--- src/rtl/pipo_arb_pkg.sv ---
// pipo_arb_pkg: shared state encoding and round-robin pick function for pipo_rr_sched
package pipo_arb_pkg;
  localparam int MAX_REQ = 32;
  localparam int IDX_W = 5;
  typedef enum logic {IDLE, HOLD} state_t;
  typedef struct packed {
    logic found;
    logic [IDX_W-1:0] idx;
  } pick_t;
  function automatic pick_t rr_pick(input logic [MAX_REQ-1:0] req, input int ptr, input int n);
    pick_t p;
    int k;
    p = '0;
    for (int i = MAX_REQ - 1; i >= 0; i--) begin
      k = (ptr + i >= n) ? ptr + i - n : ptr + i;
      if (i < n && req[k]) begin
        p.found = 1'b1;
        p.idx = IDX_W'(k);
      end
    end
    return p;
  endfunction
endpackage

--- src/rtl/pipo_rr_pick.sv ---
// pipo_rr_pick: first set request at or after ptr, wrapping modulo N_REQ
module pipo_rr_pick
  import pipo_arb_pkg::*;
#(
  parameter int N_REQ = 4
) (
  input  logic [N_REQ-1:0]         req,
  input  logic [$clog2(N_REQ)-1:0] ptr,
  output logic                     found,
  output logic [$clog2(N_REQ)-1:0] win
);
  pick_t p;
  // rotate by ptr, priority-encode, rotate back
  always_comb begin
    p = rr_pick(MAX_REQ'(req), 32'(ptr), N_REQ);
    found = p.found;
    win = $bits(win)'(p.idx);
  end
endmodule

--- src/rtl/pipo_rr_sched.sv ---
// pipo_rr_sched: round-robin shared PIPO holding register (optional owner lock via PIPO_ARB_LOCK_EN)
module pipo_rr_sched
  import pipo_arb_pkg::*;
#(
  parameter int N_REQ       = 4,
  parameter int WIDTH       = 4,
  parameter int HOLD_CYCLES = 2
) (
  input  logic                     clk,
  input  logic                     reset,
`ifdef PIPO_ARB_LOCK_EN
  input  logic [N_REQ-1:0]         lock_i,
`endif
  input  logic [N_REQ-1:0]         req_i,
  input  logic [N_REQ*WIDTH-1:0]   data_i,
  output logic [N_REQ-1:0]         ack_o,
  output logic [WIDTH-1:0]         po_o,
  output logic                     po_valid_o,
  output logic [$clog2(N_REQ)-1:0] owner_o,
  output logic                     busy_o
);
  localparam int IW = $clog2(N_REQ);
  localparam int CW = $clog2(HOLD_CYCLES + 1);
  state_t state;
  logic [CW-1:0] cnt;
  logic [IW-1:0] ptr, pick, win, nxt_ptr;
  logic found, arb, lock_hit;
  pipo_rr_pick #(.N_REQ(N_REQ)) u_pick (
    .req   (req_i),
    .ptr   (ptr),
    .found (found),
    .win   (pick)
  );
`ifdef PIPO_ARB_LOCK_EN
  assign lock_hit = po_valid_o && req_i[owner_o] && lock_i[owner_o];
`else
  assign lock_hit = 1'b0;
`endif
  assign busy_o = state == HOLD;
  // a locked owner overrides the round-robin pick and freezes the pointer
  always_comb begin
    arb = state == IDLE || cnt == '0;
    win = lock_hit ? owner_o : pick;
    nxt_ptr = lock_hit ? ptr : (pick == IW'(N_REQ - 1) ? '0 : pick + 1'b1);
  end
  // FSM, hold counter, pointer and holding register
  always_ff @(posedge clk) begin
    if (reset) begin
      state <= IDLE;
      cnt <= '0;
      ptr <= '0;
      po_o <= '0;
      po_valid_o <= 1'b0;
      ack_o <= '0;
      owner_o <= '0;
    end else begin
      ack_o <= '0;
      if (!arb) cnt <= cnt - 1'b1;
      else if (found) begin
        state <= HOLD;
        cnt <= CW'(HOLD_CYCLES);
        ptr <= nxt_ptr;
        po_o <= data_i[win*WIDTH +: WIDTH];
        owner_o <= win;
        po_valid_o <= 1'b1;
        ack_o <= N_REQ'(1) << win;
      end else state <= IDLE;
    end
  end
endmodule
--- config.mk ---
export PLATFORM = sky130hd
export DESIGN_NAME = pipo_rr_sched
export DESIGN_NICKNAME = d
export VERILOG_FILES = /design/src/rtl/pipo_arb_pkg.sv /design/src/rtl/pipo_rr_pick.sv /design/src/rtl/pipo_rr_sched.sv
export SDC_FILE = /design/constraint.sdc
export NUM_CORES = 1
export LEC_CHECK = 0
export ABC_CLOCK_PERIOD_IN_PS = 3600
export CAP_MARGIN = 10
export CORE_ASPECT_RATIO = 1.1
export CORE_MARGIN = 2
export CORE_UTILIZATION = 55
export DETAILED_ROUTE_END_ITERATION = 10
export DONT_BUFFER_PORTS = 1
export PLACE_DENSITY = 0.73
export SLEW_MARGIN = 5
export SYNTH_ARGS = -nofsm -noshare
export SYNTH_HDL_FRONTEND = slang
export SYNTH_SLANG_ARGS = --single-unit
--- constraint.sdc ---
create_clock -name clk -period 3.6 [get_ports clk]
set_input_delay 0.54 -clock clk [delete_from_list [all_inputs] [get_ports clk]]
set_output_delay 0.54 -clock clk [all_outputs]
set_load 0.02 [all_outputs]
### Word level (Yosys, flattened, before mapping)

Cells that the tools add are included.

* bits in registers: 16
* input bits: 22
* output and inout port bits: 12
* logic and storage cells: 59

* add/sub/neg operators: 9
* order comparisons: 8
* equal/unequal tests: 2
* shifts and indexed selects: 2
* muxes and demuxes: 24
* bitwise logic cells: 3
* reduce and logical (&&, ||, !) cells: 4

Operators with widths (count)
* 32-bit by 7-bit less-than comparator with 1-bit output, second input constant: 4
* 32-bit two-way mux: 4
* 32-bit by 4-bit >= comparator with 1-bit output, second input constant: 3
* 32-bit by 4-bit subtractor with 32-bit output, second input constant: 3
* 6-bit two-way mux: 4
* 1-bit binary-select mux with 5-bit select: 4
* 16-bit by 5-bit variable part select with 4-bit output: 1
* 1-bit two-way mux: 9
* 2-bit by 2-bit adder with 3-bit output, second input constant: 2
* 2-bit two-way mux: 3
* 1-bit by 2-bit left shift with 4-bit output, first input constant: 1
* 2-bit by 3-bit subtractor with 4-bit output, second input constant: 1
* 2-bit by 1-bit adder with 3-bit output, second input constant: 1
* 2-bit by 3-bit >= comparator with 1-bit output, second input constant: 1
* 1-bit inverter: 3
* 3-bit OR reduction: 1
* 2-bit by 1-bit adder with 2-bit output, second input constant: 1
* 2-bit == test, second input constant: 1
* 2-bit zero test: 1
* 2-bit by 1-bit inequality test with 1-bit output, second input constant: 1
* 2-bit AND reduction: 1
* 2-bit by 1-bit subtractor with 2-bit output, second input constant: 1
* 1-bit logical OR: 1

### Depth between registers and ports, before layout

* depth after elaboration: 12
* gate-level depth with buffers: 12
* mapped depth without buffers: 8

### Cells and area by module

From an unflattened synthesis, not the netlist that was laid out.

* cells, all modules: 114
* area, all modules: 1073.5 um^2

Modules (own cells, without submodules)
* pipo_rr_sched: instances 1, cells each 71, area each 711.9 um^2, sequential area each 320.3 um^2
* pipo_rr_pick: instances 1, cells each 43, area each 361.6 um^2, sequential area each 0.0 um^2

### Worst setup path after synthesis

OpenSTA, ideal clock, no wires.

* kind: reg2reg
* from: register ptr[0]
* to: register po_o[1]
* library setup time: 0.088 ns
* arrival time: 2.530 ns
* required time: 3.512 ns
* slack: 0.982 ns
* cell stages (with the launch flop): 11
* buffers on the path: 3
* clock period less this slack: 2.618 ns
* cell sequence: dfxtp_1 -> buf_6 -> buf_2 -> inv_1 -> ha_1 -> nand3b_1 -> a211o_1 -> a31oi_1 -> buf_2 -> o311ai_1 -> a311oi_2

* cells in the longest elaborated chain, start to end: 11
* elaborated cells between the ends (all ways): 33
* those cells by class: add/sub: 7; order compare: 4; shift: 1; mux: 20; reduce/logical: 1

RTL lines
* start: declaration: line pipo_rr_sched.sv:26 `logic [IW-1:0] ptr, pick, win, nxt_ptr;`
* start signal: assignment: line pipo_rr_sched.sv:62 `ptr <= nxt_ptr;`
* 2-bit by 2-bit adder with 3-bit output: line pipo_arb_pkg.sv:15 `k = (ptr + i >= n) ? ptr + i - n : ptr + i;`
* 32-bit by 4-bit subtractor with 32-bit output / 32-bit by 4-bit >= comparator with 1-bit output (equally long branches): line pipo_arb_pkg.sv:15
* 32-bit two-way mux: line pipo_arb_pkg.sv:15
* 1-bit binary-select mux with 5-bit select: line pipo_arb_pkg.sv:16 `if (i < n && req[k]) begin`
* 1-bit two-way mux (implied by the code) (2 in a row): line pipo_arb_pkg.sv:16
* 6-bit two-way mux (3 in a row): line pipo_arb_pkg.sv:16
* 6-bit two-way mux (*): line pipo_arb_pkg.sv:16
* 16-bit by 5-bit variable part select with 4-bit output / 2-bit AND reduction (equally long branches)
* end signal: assignment: line pipo_rr_sched.sv:63 `po_o <= data_i[win*WIDTH +: WIDTH];`
* end: declaration: line pipo_rr_sched.sv:17 `output logic [WIDTH-1:0] po_o,`

Mark *: on every way between the ends. The rest lies on a longest branch, timed or not. The select of a mux whose other input is x is not followed.
A chain may end at the register's enable or synchronous reset.

### Worst setup path after layout

Same ends and word-level chain as after synthesis.

==> impl_metrics.csv <==
group,metric,value,unit
clocking,cts-root-buf,"clkbuf_4",
clocking,cts_max_level,1,
final_layout,n_fill_cell,203,
final_layout,diodes,0,
setup_path,required,3.76,ns
global_routing,gr-usage-all-layers,0.203,
routing,drt-initial-drc-count,19,
logic_synthesis,ys_seq_area_frac,0.252,
sta,fin_crit,3.10,ns
power_and_ir_drop,p_int,0.641,mW
global_routing,grtUsageMet2,0.322,
power_and_ir_drop,finalPower,1.30,mW
logic_synthesis,syn_inst,144,
final_layout,finalNonFillerCells,172,
power_and_ir_drop,p_sw,0.664,mW
setup_path,startpoint,"ptr[0]",
logic_synthesis,synth_edf_count,0,
logic_synthesis,synth_area_leader_cell,"dfxtp_1",
global_routing,gr-max-usage-layer,"met2",
routing,first_pass_iters,4,
final_layout,syn_to_final_growth,2.56,%
place,dp_hpwl,2.00,mm
setup_path,crit_type,"reg -> reg",
setup_path,r2r-start,"ptr[0]",
logic_synthesis,syn_area,1270,µm²
power_and_ir_drop,peakVddDrop,0.821,mV
power_and_ir_drop,pwr-share-clk,0.090,
clocking,cts_tree,"done",
setup_path,crit_fanout,17,
logic_synthesis,syn_area_per_cell,8.84,µm²
global_routing,grt_max_degree,19,
die,die_h,54.4,µm
sta,drv_slew,0,
place,placed_area,1270,µm²
global_routing,first_global_vias,965,
power_and_ir_drop,comb_power_share,0.635,
die,start_util,0.571,
routing,antenna_left,0,
clocking,cts_hold_buf,0,
logic_synthesis,yosysTopAreaCellShare,0.252,
final_layout,nNetsFinal,171,
power_and_ir_drop,p_sw_frac,0.509,
global_routing,gr-total-overflow,0,
global_routing,grt_use_met1,0.266,
logic_synthesis,yosysWarnings,0,
sta,hold_viol,0,
logic_synthesis,ys_types,46,
flow_run,maxCapViolCount,0,
die,rows,18,
sta,tightestPinTransition,0.919,ns
place,finalWeightedCongestion,0.741,
clocking,insertion_delay,0.28,ns
place,portBuffers,0,
logic_synthesis,synthTopCellsByArea,"dfxtp_1 (25%), ha_1 (5.9%), mux2i_1 (4.7%), nor2_1 (4.1%), a221o_1 (3.1%)",
sta,fin_tns_setup,0,ns
hold_path,hp-class,"in -> reg",
clocking,cts_resized,0,
global_routing,antenna_found_initial,0,
logic_synthesis,synthFlopType,"dfxtp_1",
power_and_ir_drop,p_leak,0.486,nW
setup_path,endpoint_kind,"flop",
hold_path,min_from,"reset",
clocking,path_clk_slew,0.09,ns
die,die_w,49.9,µm
routing,drcViolationCount,0,
routing,vias,1127,
global_routing,grt_pass1_wl,4.23,mm
logic_synthesis,synth_seq_cells,16,
setup_path,cp.arrival,3.26,ns
sta,fin_crit_sh,0.861,
sta,max_freq,323,MHz
power_and_ir_drop,power_density,1000,nW/µm²
routing,routed_wl,2.74,mm
routing,routedWlPerCell,15.9,µm
die,die_area,2710,µm²
sta,setup_viol,0,
sta,maxSlewHeadroom,0.387,
place,placedCellCount,168,
clocking,cts_setup_buffers,0,
die,io_pins,34,
die,fp.coreArea,2230,µm²
sta,fin_skew,0.00247,ns
global_routing,grtUsageMet3,0.0437,
sta,rsz0062_at_grt,"no",
clocking,numClockSinks,16,
final_layout,drive_gt1_frac,0.127,
power_and_ir_drop,seq_power_share,0.275,
routing,vias_per_cell,6.55,
logic_synthesis,async_flop_share,0,
outcome,outcome,"finished, final reports clean",
final_layout,post-route-cell-area,1310,µm²
clocking,cts_buffers,3,
clocking,cts_buffer_depth,2,
logic_synthesis,syn_nets,172,
setup_path,start_kind,"flop",
-- flip-flops by register name, summed over array words and instances (netlist names) --
signal / count
ack_o: 4
cnt: 2
ptr: 2
po_o: 4
po_valid_o: 1
busy_o: 1
owner_o: 2
-- layer usage --
layer	vias to the layer above	part of all wire
met4	0	0.0069
met1	527	0.46
li1	552	-
met2	46	0.47
met3	2	0.065
met5	-	0
-- Yosys cell counts, types with 5 or more instances --
| library cell | number |
|---|---|
| mux2i_1 | 6 |
| a31oi_1 | 5 |
| ha_1 | 6 |
| nor2_1 | 14 |
| dfxtp_1 | 16 |
| inv_1 | 8 |
| nor3_1 | 6 |
| nand2_1 | 8 |
| o21ai_0 | 5 |
-- cells in the final DEF, fill, tap and decap left out, types with 4 or more instances in the layout --
master | synthesis | routed
nor3_1 | 6 | 6
dfxtp_1 | 16 | 16
a221o_1 | 4 | 4
o311ai_0 | 4 | 4
mux2i_1 | 6 | 6
inv_1 | 8 | 8
a31oi_1 | 5 | 5
nor2_1 | 14 | 14
o211ai_1 | 4 | 4
ha_1 | 6 | 6
o311ai_1 | 4 | 4
o21ai_0 | 5 | 5
nand2_1 | 8 | 8
-- kinds of logic (layout without fill, tap and decap cells) --
family                   count (synthesis)  count (layout)  synth area share
AO/OA/AOI/OAI                           48              48             0.323
adder cells (fa/ha/maj)                  6               6            0.0590
buffers and inverters                   17              15            0.0737
flip-flops                              16              16             0.252
multiplexers                            11              11             0.101
AND/OR/NAND/NOR                         46              46             0.191
-- critical path, cell delays in order, from the launching register on --
cell and delay (ns):
dfxtp_1 0.62, inv_1 0.16, ha_1 0.41, nor3_4 0.36
o31a_1 0.63, a21boi_0 0.21, o311ai_1 0.43, a311oi_2 0.15
-- cell type report --
type                            instances  area, µm²  area share
Tap cell                               30       37.5      0.0288
Sequential cell                        16        320       0.245
Multi-Input combinational cell        111        858       0.658
Inverter                                8       30.0      0.0230
Timing Repair Buffer                    3       22.5      0.0173
Clock buffer                            4       36.3      0.0278
-- metrics by stage --
step	hold WS (ns)	setup slack [ns]	util
after CTS	0.296	0.547	0.585
after global placement	0.458	0.699	0.569
after detailed placement	0.470	0.582	0.569
after global routing	0.290	0.293	0.585
after floorplan	0.447	0.982	-
final	0.308	0.500	0.585
-- power by group through the flow --
stage	registers, mW	clock network (mW)	logic, mW
2_1_floorplan	0.341	0	0.732
3_3_place_gp	0.361	0	0.789
3_5_place_dp	0.365	0	0.817
4_1_cts	0.361	0.120	0.821
5_1_grt	0.369	0.127	0.910
6_report	0.359	0.117	0.828
-- worst paths after layout --
kind	end	slack [ns]	depth (start not counted)
worst min register to register	cnt[1]	0.50	2
worst min-delay path	owner_o[1]	0.31	1
worst max register to register	po_o[1]	0.50	7
worst max-delay path	po_o[1]	0.50	7
No activity file was read; power rests on OpenSTA's default activity.
